### src/rtl/disp_share_ctrl.sv
// Round-robin time-sharing of the two-digit display among NUM_REQ requesters: dwell, blank gap, next owner.
// All outputs registered, one cycle behind req/req_num; no backpressure, requests are level-held.
module disp_share_ctrl #(
    parameter int NUM_REQ     = 4,
    parameter int HOLD_CYCLES = 12000000,
    parameter int GAP_CYCLES  = 1200000
) (
    input  logic                   clk,
    input  logic                   rst,
    input  logic [NUM_REQ-1:0]     req,
    input  logic [8*NUM_REQ-1:0]   req_num,
    output logic [NUM_REQ-1:0]     grant,
    output logic [3:0]             num1,
    output logic [3:0]             num2,
    output logic                   disp_on,
    output logic                   bcd_err
);

    localparam int IDX_W   = (NUM_REQ > 1) ? $clog2(NUM_REQ) : 1;
    localparam int CNT_MAX = (HOLD_CYCLES > GAP_CYCLES) ? HOLD_CYCLES : GAP_CYCLES;
    localparam int CNT_W   = $clog2(CNT_MAX + 1);

    localparam logic [CNT_W-1:0] HOLD_LAST = CNT_W'(HOLD_CYCLES - 1);
    localparam logic [CNT_W-1:0] GAP_LAST  = CNT_W'(GAP_CYCLES - 1);
    localparam logic [IDX_W-1:0] LAST_RST  = IDX_W'(NUM_REQ - 1);

    typedef enum logic [1:0] {
        IDLE = 2'd0,
        SHOW = 2'd1,
        GAP  = 2'd2
    } state_t;

    state_t             state_q;
    logic [CNT_W-1:0]   cnt_q;
    logic [IDX_W-1:0]   last_q;
    logic [NUM_REQ-1:0] grant_q;
    logic [3:0]         num1_q;
    logic [3:0]         num2_q;
    logic               disp_on_q;
    logic               bcd_err_q;

    logic               win_vld;
    logic [IDX_W-1:0]   win_idx;
    logic [NUM_REQ-1:0] win_oh;
    logic [IDX_W-1:0]   ld_idx;
    logic [7:0]         ld_raw;
    logic [3:0]         num1_d;
    logic [3:0]         num2_d;
    logic               ld_bad;
    logic               owner_req;
    logic               rival_req;
    logic               hold_done;
    logic               gap_done;
    logic               enter_show;

    // Search starts one past the last owner and wraps; first requester found wins.
    always_comb begin : arb
        int cand;
        cand    = 0;
        win_vld = 1'b0;
        win_idx = '0;
        for (int i = 1; i <= NUM_REQ; i++) begin
            cand = int'(last_q) + i;
            if (cand >= NUM_REQ) begin
                cand = cand - NUM_REQ;
            end
            if (!win_vld && req[IDX_W'(cand)]) begin
                win_vld = 1'b1;
                win_idx = IDX_W'(cand);
            end
        end
        win_oh          = '0;
        win_oh[win_idx] = 1'b1;
    end

    // While showing, digits track the current owner; otherwise they come from the new winner.
    always_comb begin
        ld_idx = (state_q == SHOW) ? last_q : win_idx;
        ld_raw = '0;
        for (int i = 0; i < NUM_REQ; i++) begin
            if (ld_idx == IDX_W'(i)) begin
                ld_raw = req_num[8*i +: 8];
            end
        end
        num1_d = (ld_raw[7:4] > 4'd9) ? 4'd0 : ld_raw[7:4];
        num2_d = (ld_raw[3:0] > 4'd9) ? 4'd0 : ld_raw[3:0];
        ld_bad = (ld_raw[7:4] > 4'd9) || (ld_raw[3:0] > 4'd9);
    end

    assign owner_req  = |(req & grant_q);
    assign rival_req  = |(req & ~grant_q);
    assign hold_done  = (cnt_q == HOLD_LAST);
    assign gap_done   = (cnt_q == GAP_LAST);
    assign enter_show = win_vld && ((state_q == IDLE) || ((state_q == GAP) && gap_done));

    always_ff @(posedge clk or posedge rst) begin
        if (rst) begin
            state_q   <= IDLE;
            cnt_q     <= '0;
            last_q    <= LAST_RST;
            grant_q   <= '0;
            num1_q    <= '0;
            num2_q    <= '0;
            disp_on_q <= 1'b0;
            bcd_err_q <= 1'b0;
        end else if (enter_show) begin
            state_q   <= SHOW;
            cnt_q     <= '0;
            last_q    <= win_idx;
            grant_q   <= win_oh;
            disp_on_q <= 1'b1;
            num1_q    <= num1_d;
            num2_q    <= num2_d;
            if (ld_bad) begin
                bcd_err_q <= 1'b1;
            end
        end else begin
            case (state_q)
                IDLE: begin
                    cnt_q <= '0;
                end
                SHOW: begin
                    if (!owner_req || (hold_done && rival_req)) begin
                        state_q   <= GAP;
                        cnt_q     <= '0;
                        grant_q   <= '0;
                        disp_on_q <= 1'b0;
                        num1_q    <= '0;
                        num2_q    <= '0;
                    end else begin
                        cnt_q  <= hold_done ? '0 : cnt_q + CNT_W'(1);
                        num1_q <= num1_d;
                        num2_q <= num2_d;
                        if (ld_bad) begin
                            bcd_err_q <= 1'b1;
                        end
                    end
                end
                GAP: begin
                    if (gap_done) begin
                        state_q <= IDLE;
                        cnt_q   <= '0;
                    end else begin
                        cnt_q <= cnt_q + CNT_W'(1);
                    end
                end
                default: begin
                    state_q   <= IDLE;
                    cnt_q     <= '0;
                    grant_q   <= '0;
                    disp_on_q <= 1'b0;
                    num1_q    <= '0;
                    num2_q    <= '0;
                end
            endcase
        end
    end

    assign grant   = grant_q;
    assign num1    = num1_q;
    assign num2    = num2_q;
    assign disp_on = disp_on_q;
    assign bcd_err = bcd_err_q;

endmodule

### config.mk
export PLATFORM = sky130hd
export DESIGN_NAME = disp_share_ctrl
export DESIGN_NICKNAME = d
export VERILOG_FILES = /design/src/rtl/disp_share_ctrl.sv
export SDC_FILE = /design/constraint.sdc
export NUM_CORES = 1
export LEC_CHECK = 0
export ABC_AREA = 1
export BUFFER_PORTS_ARGS = -buffer_cell sky130_fd_sc_hd__buf_4
export CELL_PAD_IN_SITES_DETAIL_PLACEMENT = 1
export CELL_PAD_IN_SITES_GLOBAL_PLACEMENT = 1
export CORE_ASPECT_RATIO = 1.5
export CORE_MARGIN = 4
export CORE_UTILIZATION = 45
export CTS_BUF_LIST = sky130_fd_sc_hd__clkbuf_2
export DETAILED_ROUTE_END_ITERATION = 12
export PLACE_DENSITY_LB_ADDON = 0.1
export SYNTH_ARGS = -nofsm -noshare
export SYNTH_HDL_FRONTEND = slang
export SYNTH_SLANG_ARGS = --single-unit
### constraint.sdc
create_clock -name clk -period 6.42 [get_ports clk]
set_input_delay 0 -clock clk [delete_from_list [all_inputs] [get_ports clk]]
set_output_delay 0 -clock clk [all_outputs]
set_load 0.01 [all_outputs]
== After elaboration in Yosys (flattened, before gate mapping) ==
Index checks and enable logic that the tools add are counted.
Cells by class
  bitwise gates (word level): 3
  $lt $le $gt $ge: 12
  mux-type cells: 58
  equality and inequality tests: 12
  $add $sub $neg: 9
  reduce and logical (&&, ||, !) cells: 23
Operators by type and width (count)
  two-way mux 24 bit: 4
  one-hot mux 24 bit (2 select lines): 1
  two-way mux 4 bit: 8
  two-way mux 8 bit: 4
  adder 24 x 1 -> 24 bit, second input constant: 1
  == test 24 x 21 -> 1 bit, second input constant: 1
  == test 24 bit, second input constant: 1
  two-way mux 2 bit: 12
  one-hot mux 4 bit (2 select lines): 3
  two-way mux 1 bit: 19
  < comparator 2 x 4 -> 1 bit, second input constant: 4
  greater-or-equal comparator 3 bit, second input constant: 3
  bitwise AND 4 bit: 2
  binary-select mux 1 bit (select 2 bit): 4
  > comparator 4 bit, second input constant: 2
  OR reduction 4 bit: 2
  subtractor 2 x 1 -> 2 bit, second input constant: 4
  logical AND 1 bit: 7
  adder 2 x 2 -> 3 bit, second input constant: 2
  == test 2 bit, second input constant: 3
  one-hot mux 2 bit (3 select lines): 1
  adder 2 x 3 -> 4 bit, second input constant: 1
  == test 2 x 1 -> 1 bit, second input constant: 2
  greater-or-equal comparator 4 x 3 -> 1 bit, second input constant: 1
  other kinds (17): 25
Storage, ports and cells
  output and inout port bits: 14
  input bits: 38
  word-level logic and storage cells: 125
  register bits: 42

== Depth between registers and ports, before layout ==
  word-level depth: 28
  depth in mapped cells: 22
  depth with buffers taken out: 20

== Worst setup path before layout ==
Ideal clock, no wire load.
  path kind: flip-flop to flip-flop
  from: register last_q[0]
  to: register bcd_err_q, in the netlist bcd_err
  path slack: 4164 ps
  setup time: 116 ps
  required time: 6304 ps
  clock period less this slack: 2256 ps
  arrival time: 2140 ps
  buffers on the path: 2
  cell stages (with the launch flop): 23
  path through: dfstp_2 buf_6 inv_4 buf_8 nand2_4 nand2_2 nand2_2 nand2_2 nor2_4 nand3_2 nand2_2 nand2_4 nand2_4 nand2_8 nor2_8 inv_2 or2_1 nand2_2 nand2_2 nand2_2 nand2_1 nand2_1 nand2_1
Between the ends
  cells in the longest elaborated chain, start to end: 28
  elaborated cells between the ends (all ways): 62
  classes of those cells: add/sub: 8; order compare: 6; eq/ne: 4; mux: 33; reduce/logical: 11
Ends and longest elaborated chain
  start, declared: line 35  | logic [IDX_W-1:0] last_q;
  start signal, assigned: line 109  | last_q <= win_idx;
  adder 2 x 1 -> 3 bit: line 63  | cand = int'(last_q) + i;
  greater-or-equal comparator 3 bit or subtractor 2 x 1 -> 2 bit (tied branches): line 64, 65
  two-way mux 2 bit: line 64  | if (cand >= NUM_REQ) begin
  binary-select mux 1 bit (select 2 bit): line 67  | if (!win_vld && req[IDX_W'(cand)]) begin
  two-way mux 1 bit (implied by the code) (2 in a row): line 67
  two-way mux 1 bit: line 67
  zero test 1 bit: line 67
  logical AND 1 bit: line 67
  [6 not listed]
  two-way mux 2 bit: line 67
  two-way mux 2 bit: line 78  | ld_idx = (state_q == SHOW) ? last_q : win_idx;
  zero test 2 bit: line 81  | if (ld_idx == IDX_W'(i)) begin
  two-way mux 8 bit (4 in a row): line 81
  > comparator 4 bit: line 87  | ld_bad = (ld_raw[7:4] > 4'd9) || (ld_raw[3:0] > 4'd9);
  logical OR 1 bit: line 87
  two-way mux 1 bit (3 in a row)
  two-way mux 1 bit: line 106  | end else if (enter_show) begin
  end signal, assigned: line 105  | bcd_err_q <= 1'b0;
  end signal, assigned: line 115  | bcd_err_q <= 1'b1;
  end signal, assigned: line 135  | bcd_err_q <= 1'b1;
  end, declared: line 40  | logic bcd_err_q;
Several ways; a longest one is shown, not always the timed one. The select of a mux whose other input is x is not followed.
A chain may end at the register's enable or synchronous reset.

== Worst setup path after layout ==
  from: register cnt_q[0]
  to: register num2_q[2], in the netlist num2[2]
Between the ends
  cells in the longest elaborated chain, start to end: 6
  elaborated cells between the ends (all ways): 11
  classes of those cells: eq/ne: 3; mux: 3; reduce/logical: 5
Ends and longest elaborated chain
  start, declared: line 34  | logic [CNT_W-1:0] cnt_q;
  start signal, assigned: line 131  | cnt_q <= hold_done ? '0 : cnt_q + CNT_W'(1);
  start signal, assigned: line 144  | cnt_q <= cnt_q + CNT_W'(1);
  == test 24 bit: line 92  | assign hold_done = (cnt_q == HOLD_LAST);
  logical AND 1 bit: line 123  | if (!owner_req || (hold_done && rival_req)) begin
  logical OR 1 bit: line 123
  two-way mux 4 bit: line 123
  one-hot mux 4 bit (2 select lines): line 118  | case (state_q)
  two-way mux 4 bit: line 106
  end signal, assigned: line 113  | num2_q <= num2_d;
  end signal, assigned: line 133  | num2_q <= num2_d;
  end, declared: line 38  | logic [3:0] num2_q;
Several ways; a longest one is shown, not always the timed one.

==> results.py <==
metrics = {
    "timing": {
        "setup_ws_ns": 2.653,
        "rsz0062_at_grt": "false",
        "max_slew_margin_pct": 43.06,
        "fmax_mhz": 265.4,
        "final_max_slew_viol_count": 0,
        "finalHoldViolations": 0,
        "setup_tns_ns": 0,
        "finalCritPeriodShare_pct": 58.68,
        "finalSetupViolations": 0,
        "skew_ns": 0.03777,
        "layout_min_cycle_time_ns": 3.767,
        "worst_slew_pin_slew_ns": 0.8517,
    },
    "power_and_ir_drop": {
        "pwr-share-comb_pct": 69.8,
        "switchingPower_mw": 0.8725,
        "p_per_area_mw_per_mm2": 474.3,
        "peakVddDrop_mv": 0.1880,
        "swShare_pct": 51.86,
        "p_seq_share_pct": 20.6,
        "fin_total_pwr_mw": 1.682,
        "p_int_mw": 0.8099,
        "leakage_nw": 1.659,
        "pwr-share-clk_pct": 9.5,
    },
    "status": {
        "status": "finished clean",
    },
    "placement": {
        "dp_cells": 513,
        "port_buffers": 51,
        "gp_congestion": 0.8960,
        "hpwl_mm": 6.519,
        "dpl_worst_slack_ns": 3.381,
    },
    "logic_synthesis": {
        "ys_top_cells_by_count": "nand2_1, nor2_1, inv_1",
        "syn_area_mm2": 0.002846,
        "synth.area.top_cells": "dfrtp_1, nand2_1, nor2_1",
        "synth_area_leader_cell": "dfrtp_1",
        "syn_area_per_cell_um2": 7.243,
        "yosysWarnings": 0,
        "synth_fp_nets": 435,
        "yosysMostFrequentCell": "nand2_1",
        "synth_cell_type_count": 37,
        "ys.flop_type": "dfrtp_1",
        "synth_edf_count": 0,
        "synth.top_cell.area_share_pct": 35.16,
        "seq_area_frac_synth_pct": 37.01,
        "postSynthCellCount": 393,
        "ys_ff_latch": 42,
        "postSynth.asyncResetShare_pct": 100.0,
    },
    "cells_and_area": {
        "fill_cells": 824,
        "diodes": 0,
        "layoutNonFillerInstCount": 540,
        "final_util_pct": 57.86,
        "layout.nets": 507,
        "syn2layout_area_growth_pct": 24.62,
        "drive_gt1_share_pct": 19.96,
    },
    "worst_setup_path": {
        "worstSetupStartpointType": "flop",
        "crit_fanout": 5,
        "crit_type": "flop to flop",
        "worstPathRequired_ns": 6.78,
        "crit_arrival_ns": 4.13,
        "end_kind": "flop",
    },
    "clock_tree": {
        "root_buffer": "clkbuf_2",
        "cts.sinks": 42,
        "clockBufferDepth": 2,
        "cts_tree": "yes",
        "clk_pin_slew_ns": 0.25,
        "htree_levels": 2,
        "insertion_delay_ns": 0.44,
        "cts_buffers": 5,
        "ctsResizeCount": 0,
    },
    "grt": {
        "grt_max_degree": 43,
        "grt_use_total_pct": 25.26,
        "grt_pass1_wl_mm": 15.32,
        "antenna_found_initial": 0,
        "grt_overflow": 0,
        "first_global_vias": 3284,
    },
    "detailed_routing": {
        "drc": 0,
        "dr.pass1.iters": 4,
        "dr.first_iter.drc_count": 100,
        "vias_per_cell": 5.426,
        "drt-total-wl_mm": 8.947,
        "drt-wirelength-per-cell_um": 16.57,
        "ant_nets": 0,
        "vias": 2930,
    },
    "die": {
        "start_util_pct": 46.43,
        "io_pins": 52,
        "die_h_um": 105.4,
        "fp.dieW_um": 72.94,
        "core-area_mm2": 0.006131,
        "dieArea_mm2": 0.007688,
        "rows": 35,
    },
    "job": {
        "maxCapViolCount": 0,
    },
    "min_path": {
        "hp-class": "primary input to flop",
    },
}
[cells by family (layout without fill, tap and decap cells)]
group	Yosys count	in the layout	synth area share [%]
AND/OR/NAND/NOR	241	241	41.06
buffers and inverters	53	126	7.780
flip-flops	42	42	37.01
AO/OA/AOI/OAI	37	37	7.472
XOR/XNOR	16	16	4.923
adder cells (fa/ha/maj)	4	4	1.758
[power groups by stage]
stage          registers, mW  logic [mW]  clock network [mW]
3_3_place_gp           0.348       0.991                   0
2_1_floorplan          0.346       0.781                   0
4_1_cts                0.346        1.14               0.162
3_5_place_dp           0.351        1.02                   0
5_1_grt                0.354        1.31               0.173
6_report               0.347        1.17               0.161
[timing repair]
item / 4_1_cts / 5_1_grt
hold buffers: 19 / 0
setup buffers: 0 / 0
hold endpoints to repair: 48 / 0
[worst paths after layout]
path / start / endpoint / slack (ns) / cells after the start
worst max-delay path: cnt_q[0] / num2[2] / 2.65 / 18
worst min-delay path: req_num[21] / num1[1] / 0.04 / 5
worst max register to register: cnt_q[0] / num2[2] / 2.65 / 18
worst min register to register: cnt_q[0] / cnt_q[0] / 0.48 / 1
max in group asynchronous: rst / cnt_q[11] / 5.80 / 4
min in group asynchronous: rst / num2[2] / 0.21 / 4
[sequential cells by signal, summed over array words and instances (netlist names)]
signal / count
bcd_err: 1
cnt_q: 24
disp_on: 1
grant: 4
last_q: 2
num1: 4
num2: 4
state_q: 2
[cell type report]
| class | count | area [µm²] | area share (%) |
|---|---|---|---|
| clock buffers | 5 | 25.02 | 0.7055 |
| well taps | 74 | 92.59 | 2.610 |
| clock inverters | 3 | 45.04 | 1.270 |
| repair buffers | 71 | 580.6 | 16.37 |
| multi-input cells | 298 | 1572 | 44.30 |
| flip-flops and latches | 42 | 1054 | 29.70 |
| inverters | 47 | 178.9 | 5.044 |
[through the flow]
stage / instance area, µm² / hold WS, ns
2_1_floorplan: 2846 / 0.2285
3_3_place_gp: 3287 / 0.1688
3_5_place_dp: 3287 / 0.1803
4_1_cts: 3547 / 0.007004
5_1_grt: 3547 / 0.06562
6_report: 3547 / 0.04078
[worst max-delay path, cell delays in order, from the launching register on]
cell	delay, ns
dfrtp_1	0.42
ha_1	0.18
nand2_1	0.07
nor2_1	0.16
nand3_1	0.19
nor2_1	0.22
nand2_1	0.11
inv_1	0.14
nand4_1	0.13
o21bai_1	0.15
inv_1	0.07
nand2_1	0.14
nand2_1	0.14
nand2_1	0.15
inv_2	0.08
nand3_1	0.08
dlygate4sd3_1	0.60
o21ai_1	0.09
dlygate4sd3_1	0.59
[per-layer routing]
metal | vias to the layer above | track usage [%] | share of wire [%]
met4 | 0 | 10.95 | 3.1
met1 | 1415 | 26.67 | 38
met2 | 72 | 47.67 | 56
met5 | - | 0 | 0
met3 | 28 | 3.531 | 3.1
li1 | 1415 | - | -
[cells in the final DEF, fill, tap and decap left out, types with 12 or more instances in the layout]
master,instances
dfrtp_1,40
nor2_1,48
o21ai_0,15
buf_4,52
inv_1,42
nand2_2,14
nand3_1,27
nand2_1,103
xor2_1,12
dlygate4sd3_1,19
Note: power is estimated with default switching activity, not from simulation.
